--- src/rtl/mem_arbiter.sv ---
// Two-port round-robin arbiter in front of a single asynchronous SRAM port.
// Each grant runs one SETUP / STROBE / DONE access with programmable wait states.
module mem_arbiter #(
  parameter int unsigned ADDR_WIDTH  = 16,
  parameter int unsigned DATA_WIDTH  = 16,
  parameter int unsigned WAIT_STATES = 1
) (
  input  logic                  clock,
  input  logic                  notReset,
  input  logic                  req0,
  input  logic                  req1,
  input  logic                  we0,
  input  logic                  we1,
  input  logic [ADDR_WIDTH-1:0] addr0,
  input  logic [ADDR_WIDTH-1:0] addr1,
  input  logic [DATA_WIDTH-1:0] wdata0,
  input  logic [DATA_WIDTH-1:0] wdata1,
  output logic                  ack0,
  output logic                  ack1,
  output logic                  gnt0,
  output logic                  gnt1,
  output logic [DATA_WIDTH-1:0] rdata,
  output logic [ADDR_WIDTH-1:0] memAddr,
  output logic [DATA_WIDTH-1:0] memDataOut,
  output logic                  memDataOE,
  input  logic [DATA_WIDTH-1:0] memDataIn,
  output logic                  memNotRead,
  output logic                  memNotWrite
);

  if (WAIT_STATES > 15) begin : g_ws_range
    $error("mem_arbiter: WAIT_STATES must be in 0..15");
  end

  localparam logic [3:0] WS_LAST = 4'(WAIT_STATES);

  typedef enum logic [1:0] {
    IDLE,
    SETUP,
    STROBE,
    DONE
  } state_t;

  state_t                state_q, state_d;
  logic [3:0]            wcnt_q, wcnt_d;
  logic                  op_we_q, op_we_d;
  logic                  last_gnt_q, last_gnt_d;
  logic                  gnt0_q, gnt0_d;
  logic                  gnt1_q, gnt1_d;
  logic                  ack0_q, ack0_d;
  logic                  ack1_q, ack1_d;
  logic [DATA_WIDTH-1:0] rdata_q, rdata_d;
  logic [ADDR_WIDTH-1:0] addr_q, addr_d;
  logic [DATA_WIDTH-1:0] dout_q, dout_d;
  logic                  oe_q, oe_d;
  logic                  nrd_q, nrd_d;
  logic                  nwr_q, nwr_d;
  logic                  pick1;

  // last_gnt holds the port number of the previous winner; a tie goes to the other port.
  assign pick1 = req1 && (!req0 || !last_gnt_q);

  always_comb begin
    state_d    = state_q;
    wcnt_d     = wcnt_q;
    op_we_d    = op_we_q;
    last_gnt_d = last_gnt_q;
    gnt0_d     = gnt0_q;
    gnt1_d     = gnt1_q;
    ack0_d     = 1'b0;
    ack1_d     = 1'b0;
    rdata_d    = rdata_q;
    addr_d     = addr_q;
    dout_d     = dout_q;
    oe_d       = oe_q;
    nrd_d      = nrd_q;
    nwr_d      = nwr_q;
    unique case (state_q)
      IDLE: begin
        if (req0 || req1) begin
          addr_d     = pick1 ? addr1  : addr0;
          dout_d     = pick1 ? wdata1 : wdata0;
          op_we_d    = pick1 ? we1    : we0;
          oe_d       = pick1 ? we1    : we0;
          gnt0_d     = !pick1;
          gnt1_d     = pick1;
          last_gnt_d = pick1;
          state_d    = SETUP;
        end
      end
      SETUP: begin
        nrd_d   = op_we_q;
        nwr_d   = !op_we_q;
        wcnt_d  = '0;
        state_d = STROBE;
      end
      STROBE: begin
        if (wcnt_q == WS_LAST) begin
          nrd_d   = 1'b1;
          nwr_d   = 1'b1;
          ack0_d  = gnt0_q;
          ack1_d  = gnt1_q;
          if (!op_we_q) begin
            rdata_d = memDataIn;
          end
          state_d = DONE;
        end else begin
          wcnt_d = wcnt_q + 4'd1;
        end
      end
      DONE: begin
        gnt0_d  = 1'b0;
        gnt1_d  = 1'b0;
        oe_d    = 1'b0;
        state_d = IDLE;
      end
      default: begin
        state_d = IDLE;
      end
    endcase
  end

  always_ff @(posedge clock) begin
    if (!notReset) begin
      state_q    <= IDLE;
      wcnt_q     <= '0;
      op_we_q    <= 1'b0;
      last_gnt_q <= 1'b1;
      gnt0_q     <= 1'b0;
      gnt1_q     <= 1'b0;
      ack0_q     <= 1'b0;
      ack1_q     <= 1'b0;
      rdata_q    <= '0;
      addr_q     <= '0;
      dout_q     <= '0;
      oe_q       <= 1'b0;
      nrd_q      <= 1'b1;
      nwr_q      <= 1'b1;
    end else begin
      state_q    <= state_d;
      wcnt_q     <= wcnt_d;
      op_we_q    <= op_we_d;
      last_gnt_q <= last_gnt_d;
      gnt0_q     <= gnt0_d;
      gnt1_q     <= gnt1_d;
      ack0_q     <= ack0_d;
      ack1_q     <= ack1_d;
      rdata_q    <= rdata_d;
      addr_q     <= addr_d;
      dout_q     <= dout_d;
      oe_q       <= oe_d;
      nrd_q      <= nrd_d;
      nwr_q      <= nwr_d;
    end
  end

  assign ack0        = ack0_q;
  assign ack1        = ack1_q;
  assign gnt0        = gnt0_q;
  assign gnt1        = gnt1_q;
  assign rdata       = rdata_q;
  assign memAddr     = addr_q;
  assign memDataOut  = dout_q;
  assign memDataOE   = oe_q;
  assign memNotRead  = nrd_q;
  assign memNotWrite = nwr_q;

endmodule

--- config.mk ---
export PLATFORM = sky130hd
export DESIGN_NAME = mem_arbiter
export DESIGN_NICKNAME = d
export VERILOG_FILES = /design/src/rtl/mem_arbiter.sv
export SDC_FILE = /design/constraint.sdc
export NUM_CORES = 1
export LEC_CHECK = 0
export BUFFER_PORTS_ARGS = -buffer_cell sky130_fd_sc_hd__buf_2
export CAP_MARGIN = 20
export CORE_AREA = 5 5 85 87
export CTS_CLUSTER_SIZE = 30
export DETAILED_ROUTE_END_ITERATION = 8
export DIE_AREA = 0 0 90 92
export GPL_ROUTABILITY_DRIVEN = 0
export PLACE_DENSITY_LB_ADDON = 0.15
export SYNTH_ARGS = -nofsm -noshare
export SYNTH_HDL_FRONTEND = slang
export SYNTH_SLANG_ARGS = --single-unit
--- constraint.sdc ---
create_clock -name clock -period 1.8 [get_ports clock]
set_clock_uncertainty 0.05 [all_clocks]
set_input_delay 0.09 -clock clock [delete_from_list [all_inputs] [get_ports clock]]
set_output_delay 0.09 -clock clock [all_outputs]
set_load 0.1 [all_outputs]
==> impl_results.md, run 1 <==
* WP data arrival at 1.90 ns
* Final Worst Setup Slack at around 0.071 ns
* Share of cells above drive strength 1 at ~36%
* Worst setup SP type: register
* Yosys reg bits at 63
* First-pass GRT wire length at 13400 um
* Total GRT Usage at between 10% and 20%
* Pre-CTS WS at 0.0757 ns
* Power Density at 1600 nW/um^2
* Netlist cell types at 39
* GR Layer Usage met2 at 32.9%
* Switching share of total power at roughly 55%
* Ant diodes at 0
* Worst-Margin Slew at 0.531 ns
* Vias at 2921
* Finished layout cell area at between 4000 and 5000 sq um
* Die ar. at 8280 sq um
* Starting DRT DRC Count at 104
* Final ANT Viol Nets at 0
* Crit. Startpoint: last_gnt_q
* CTS tree: done
* Met3 GRT Util at 6.87%
* Clk slew on worst S/H paths at 0.07 ns
* Initial antenna violation count at 0
* Critical Path Sink Type: register
* Unrepaired setup endpoints after global routing: false
* Clock Sinks at 63
* Cell area after synthesis at 2760 sq um
* Setup_tns at 0 ns
* Final setup vio count at 0
* Die width at 90 um
* Placed Area at around 3500 sq um
* Slowest cell on the critical path: dlygate4sd3_1
* Chip height at 92 um
* Share of total power in the clock network at 14.8%
* Max frequency at 0.578 GHz
* Largest delay share family, worst path: buffers and inverters
* Reg-to-reg startpoint: last_gnt_q
* # IOs at about 140
* Largest family of logic cells by synthesized area: compound AO/OA/AOI/OAI gates
* Synth Area in Simple Gates at 9.87%
* Xor and xnor fraction of the mapped netlist area at 0%
* Final hold viol count at 0
* Compound-Gate Fraction of Synth Area at about a quarter
* Seq/Total Area, Yosys at about 46%
* CTS max path bufs at 2
* Leakage at slightly below 2 nW
* Sw power at 0.00379 W
* Fin crit period at 1.73 ns
* HPWL Detailed at 5120 um
* Layout net count at approximately 600
* Fillers at 529
* Yosys warns at 0
* Max-cap violation count at 0
* Clock Latency Late Sink at roughly 0.33 ns
* Rel. slew slack at 64.4%
* Adder-cell share of the synthesized area at under 10%
* Worst vdd rail ir drop at 1470 uV
* Post-Synthesis Cells at between 300 and 400
* Multiplexer share of the synthesized area at between 10% and 20%
* Vias in the first global route at approximately 2800
* Top Usage Layer GRT: met2
* Core ar. at 6280 sq um
* WL final at 8570 um
* Total gr overflow at 0
* Rows at 29
* Comb power frac at about 57%
* Port bufs at 140
* Min-delay src: wdata1[2]
* Via density at 5.04
* Status: finished, final reports clean
* Drt wl/cell at about 15 um
* DRC Markers at 0
* Syn_area_per_cell at a little over 9 sq um
* Sequential Power Share at 27.9%
* Synthesis-to-layout area growth at 55.6%
* Crit-path max cell delay at 0.57 ns
* Slew Limit Fails at 0
* WP buf/inv at 2
* HP Class: primary input to register
* GRT met1 Usage at 22.8%
* Max Fanout on Critical Path at 8
* Starting Density at 44.0%
* Largest net degree at the start of global routing at 65
* Clock root buffer master: clkbuf_8
* Cell Chain, Critical Path: a21boi_4 -> buf_12 -> mux2i_1 -> dlygate4sd3_1 -> a21oi_1
* Pre-Repair DR Iteration Count at 4
* Tcrit/Tclk final at 96.1%
* Crit path kind: register to register
* CTS Buf Count at 9
* Internal power at approximately 0.0031 W
* WP data required at 1.97 ns
* H-tree depth at 3
* Synth Net Count at 397
==> per-stage QoR <==
step,power [W],hold slack (ns),util [%],cells
floorplan,0.00502,0.188,-,303
global placement,0.00566,0.292,56.4,504
detailed placement,0.00569,0.301,56.4,504
CTS,0.00682,0.00108,66.5,568
global route,0.00722,0.00653,68.5,579
finish,0.00687,0.00679,68.5,579
==> repair_timing <==
action / 4_1_cts / 5_1_grt
hold buffers: 48 / 0
setup endpoints to repair: 0 / 19
endpoints found under the hold margin: 37 / 0
gates resized for setup: 0 / 4
buffers inserted: 0 / 9
==> state kept, by name, summed over array words and instances, names as in the netlist <==
signal / flops
state_q: 2
rdata: 16
ack1: 1
wcnt_q: 4
gnt1: 1
memNotWrite: 1
gnt0: 1
memDataOE: 1
op_we_q: 1
memDataOut: 16
memAddr: 16
memNotRead: 1
last_gnt_q: 1
ack0: 1
==> synthesized netlist by cell type <==
| master | instances | area, sq um |
|---|---|---|
| a21boi_0 | 1 | 7.51 |
| a21o_1 | 1 | 7.51 |
| a21oi_1 | 55 | 275 |
| a311o_1 | 1 | 10.0 |
| a31oi_1 | 1 | 6.26 |
| a32oi_1 | 1 | 8.76 |
| and2_1 | 2 | 12.5 |
| and3_1 | 1 | 6.26 |
| and4_1 | 1 | 8.76 |
| and4bb_1 | 1 | 12.5 |
| and4bb_2 | 1 | 12.5 |
| buf_2 | 2 | 10.0 |
| buf_4 | 2 | 15.0 |
| buf_6 | 3 | 33.8 |
| clkbuf_1 | 18 | 67.6 |
| clkinv_1 | 1 | 3.75 |
| dfxtp_1 | 63 | 1260 |
| ha_1 | 8 | 100 |
| inv_1 | 5 | 18.8 |
| mux2i_1 | 33 | 330 |
| nand2_1 | 7 | 26.3 |
| nand2b_1 | 1 | 6.26 |
| nand3_1 | 18 | 90.1 |
| nand4bb_1 | 1 | 11.3 |
| nor2_1 | 3 | 11.3 |
| nor2b_1 | 3 | 18.8 |
| nor3b_1 | 1 | 7.51 |
| nor4_1 | 2 | 12.5 |
| o2111ai_1 | 1 | 8.76 |
| o211ai_1 | 1 | 7.51 |
| o21a_1 | 1 | 7.51 |
| o21ai_0 | 55 | 275 |
| o21bai_1 | 1 | 7.51 |
| o31ai_1 | 1 | 7.51 |
| o32ai_1 | 1 | 8.76 |
| o41a_1 | 1 | 11.3 |
| or3b_1 | 1 | 8.76 |
| or4_1 | 1 | 7.51 |
| or4b_1 | 2 | 20.0 |
==> worst register-to-register path, stage by stage, from the launching register on <==
cell	delay, ns
dfxtp_2	0.35
a21boi_4	0.20
buf_12	0.17
mux2i_1	0.22
dlygate4sd3_1	0.57
a21oi_1	0.06
==> placed cells by master (no fill, tap or decap), types with 3 or more instances in the layout <==
cell and count:
buf_4 16, buf_2 140, clkbuf_1 3, dlygate4sd3_1 48
clkbuf_8 9, a21oi_1 55, o21ai_0 55, nor2b_1 3
nand3_1 18, mux2i_1 33, dfxtp_1 62, ha_1 7
nand2_1 7, inv_1 4, clkinv_2 3, nor2_1 3
==> per-layer routing <==
metal / part of all wire [%] / vias to the layer above
met5: 0 / -
met4: 1.2 / 0
met3: 7.8 / 10
met2: 50 / 89
met1: 41 / 1330
li1: - / 1492
==> power groups by stage <==
stage,logic [W],registers [W],clock network (W)
2_1_floorplan,0.000984,0.00404,0
3_3_place_gp,0.00373,0.00192,0
3_5_place_dp,0.00377,0.00193,0
4_1_cts,0.00386,0.00191,0.00105
5_1_grt,0.00415,0.00196,0.00111
6_report,0.00394,0.00192,0.00101
==> logic make-up after synthesis <==
| logic type | count (synthesis) |
|---|---|
| muxes | 33 |
| and+or+nand+nor | 46 |
| AOI/OAI and AO/OA | 122 |
| buffers and inverters | 31 |
| adders and majority gates | 8 |
| DFF | 63 |
==> area by class of cell <==
| cell class | count | area, sq um | share of cell area, % |
|---|---|---|---|
| tap | 77 | 96.3 | 2.24 |
| multi-input combinational | 209 | 1370 | 31.8 |
| sequential | 63 | 1260 | 29.4 |
| timing repair buffer | 208 | 1390 | 32.4 |
| clock inverter | 4 | 22.5 | 0.524 |
| inverter | 6 | 22.5 | 0.524 |
| clock buffer | 12 | 135 | 3.14 |
==> path summary, 6_finish.rpt <==
path | slack (ns) | to | cells after the start
max | 0.07 | memDataOut[12] | 5
min | 0.007 | memDataOut[2] | 3
max reg2reg | 0.07 | memDataOut[12] | 5
min reg2reg | 0.42 | rdata[6] | 2
Note: power is estimated with default switching activity, not from simulation.
==> run 2, diff against run 1 <==
--- a/config.mk
+++ b/config.mk
@@ -8,11 +8,13 @@
 export BUFFER_PORTS_ARGS = -buffer_cell sky130_fd_sc_hd__buf_2
 export CAP_MARGIN = 20
 export CORE_AREA = 5 5 85 87
+export CTS_CLUSTER_DIAMETER = 30
 export CTS_CLUSTER_SIZE = 30
 export DETAILED_ROUTE_END_ITERATION = 8
 export DIE_AREA = 0 0 90 92
 export GPL_ROUTABILITY_DRIVEN = 0
 export PLACE_DENSITY_LB_ADDON = 0.15
+export REMOVE_ABC_BUFFERS = 1
 export SYNTH_ARGS = -nofsm -noshare
 export SYNTH_HDL_FRONTEND = slang
 export SYNTH_SLANG_ARGS = --single-unit
==> run 2 against run 1 <==
Worst setup slack improved by 0.0058 ns. Highest routed layer unchanged. Combinational power is 2% lower. Sequential cell count unchanged. Cell count is 3.6% lower.
==> impl_results.md, run 2 (same netlist as run 1, synthesis figures left out) <==
* # IOs at approximately 140
* Leakage at 1.87 nW
* Final Power at 0.00695 W
* WP data arrival at 1.93 ns
* Worst-Margin Slew at 0.508 ns
* Rel. slew slack at between 60 and 70%
* Crit path kind: register to register
* Starting Density at 44.0%
* Synthesis-to-layout area growth at 48.9%
* M1 WL at 3600 um
* Max-cap violation count at 0
* Slew Limit Fails at 0
* Core ar. at 6280 sq um
* Final hold viol count at 0
* Total gr overflow at 0
* CTS Buf Count at 9
* Status: finished, final reports clean
* Fin crit period at 1.72 ns
* Clk slew on worst S/H paths at 0.07 ns
* Final Worst Setup Slack at around 0.077 ns
* Die width at 90 um
* HPWL Detailed at 5470 um
* Worst vdd rail ir drop at ~1200 uV
* HP Class: primary input to register
* Final ANT Viol Nets at 0
* Pre-CTS WS at 0.0386 ns
* Total GRT Usage at 18.9%
* Ant diodes at 0
* Met2 Wirelength at 3770 um
* Drt wl/cell at about 14 um
* Layout net count at 570
* Fin util at 65.5%
* Hold slack at 0.00924 ns
* Met3 wire length at about 580 um
* Most frequent cells in the layout: 140 x buf_2, 63 x dfxtp_1, 55 x o21ai_0, 55 x a21oi_1, 37 x dlygate4sd3_1
* Power Density at between 1500 and 2000 nW/um^2
* Post-CTS Setup Inserts at 0
* Die ar. at 8280 sq um
* Setup_tns at 0 ns
* Clock root buffer master: clkbuf_8
* Port bufs at 140
* Clock Sinks at 63
* DRC Markers at 0
* Vias at 2851
* Unrepaired setup endpoints after global routing: false
* First-pass GRT wire length at 13300 um
* Via density at 5.11
* WP data required at around 2.0 ns
* Tcrit/Tclk final at 95.7%
* Worst setup SP type: register
* Largest net degree at the start of global routing at 65
* Pre-Repair DR Iteration Count at 4
* Clock Latency Late Sink at 0.32 ns
* Rows at 29
* WL final at between 8000 and 9000 um
* Vias in the first global route at between 2000 and 3000
* Max Fanout on Critical Path at 7
* Chip height at a little over 90 um
* Final setup vio count at 0
* CTS tree: done
* H-tree depth at 3
* CTS max path bufs at 2
* Highest layer used for signal routing: met4
* Initial antenna violation count at 0
* Max frequency at 0.580 GHz
* Share of cells above drive strength 1 at 35.3%
* Starting DRT DRC Count at 131
* Commonest non-fill, non-tap cell in the layout: buf_2
* Critical Path Sink Type: register
run 2: cell count changes in the layout (fill, tap and decap cells not counted), sizes merged:
cell	change
dlygate4sd3	-11
buf	-8
clkinv	-2
run 2: through the flow:
step / instances / instance area [sq um]
2_1_floorplan: 278 / 2640
3_3_place_gp: 505 / 3550
3_5_place_dp: 505 / 3550
4_1_cts: 558 / 4110
5_1_grt: 558 / 4110
6_report: 558 / 4110
run 2: critical path, cell delays in order (launching register included):
cell      delay [ns]
dfxtp_1         0.36
inv_1           0.12
ha_2            0.23
and4bb_2        0.27
or4b_1          0.47
a21oi_1         0.15
run 2: power breakdown:
| part | switching (W) | internal, W | total, W |
|---|---|---|---|
| logic | 0.00308 | 0.000796 | 0.00387 |
| clock network | 0.000520 | 0.000649 | 0.00117 |
| registers | 0.000174 | 0.00174 | 0.00191 |
| total | 0.00377 | 0.00318 | 0.00695 |
run 2: worst paths after layout:
path	start	end	slack [ns]	cells after the start
max	state_q[0]	wcnt_q[1]	0.08	5
min	addr1[14]	memAddr[14]	0.009	3
max reg2reg	state_q[0]	wcnt_q[1]	0.08	5
min reg2reg	rdata[4]	rdata[4]	0.43	2
run 2: final cells by class:
class                           count  area (sq um)
Clock buffer                       14           183
Clock inverter                      2          12.5
Fill cell                         535          2160
Inverter                            6          22.5
Multi-Input combinational cell    209          1370
Sequential cell                    63          1260
Tap cell                           77          96.3
Timing Repair Buffer              187          1170
run 2: repair_timing:
| item | 4_1_cts | 5_1_grt |
|---|---|---|
| endpoints found under the setup margin | 0 | 7 |
| hold buffers | 37 | 0 |
| resized for setup | 0 | 2 |
| hold endpoints to repair | 28 | 0 |
run 2: per-layer routing:
| layer | up-vias | track usage, % |
|---|---|---|
| li1 | 1450 | - |
| met1 | 1287 | 24.4 |
| met2 | 104 | 29.6 |
| met3 | 10 | 5.48 |
| met4 | 0 | 7.94 |
| met5 | - | 0 |
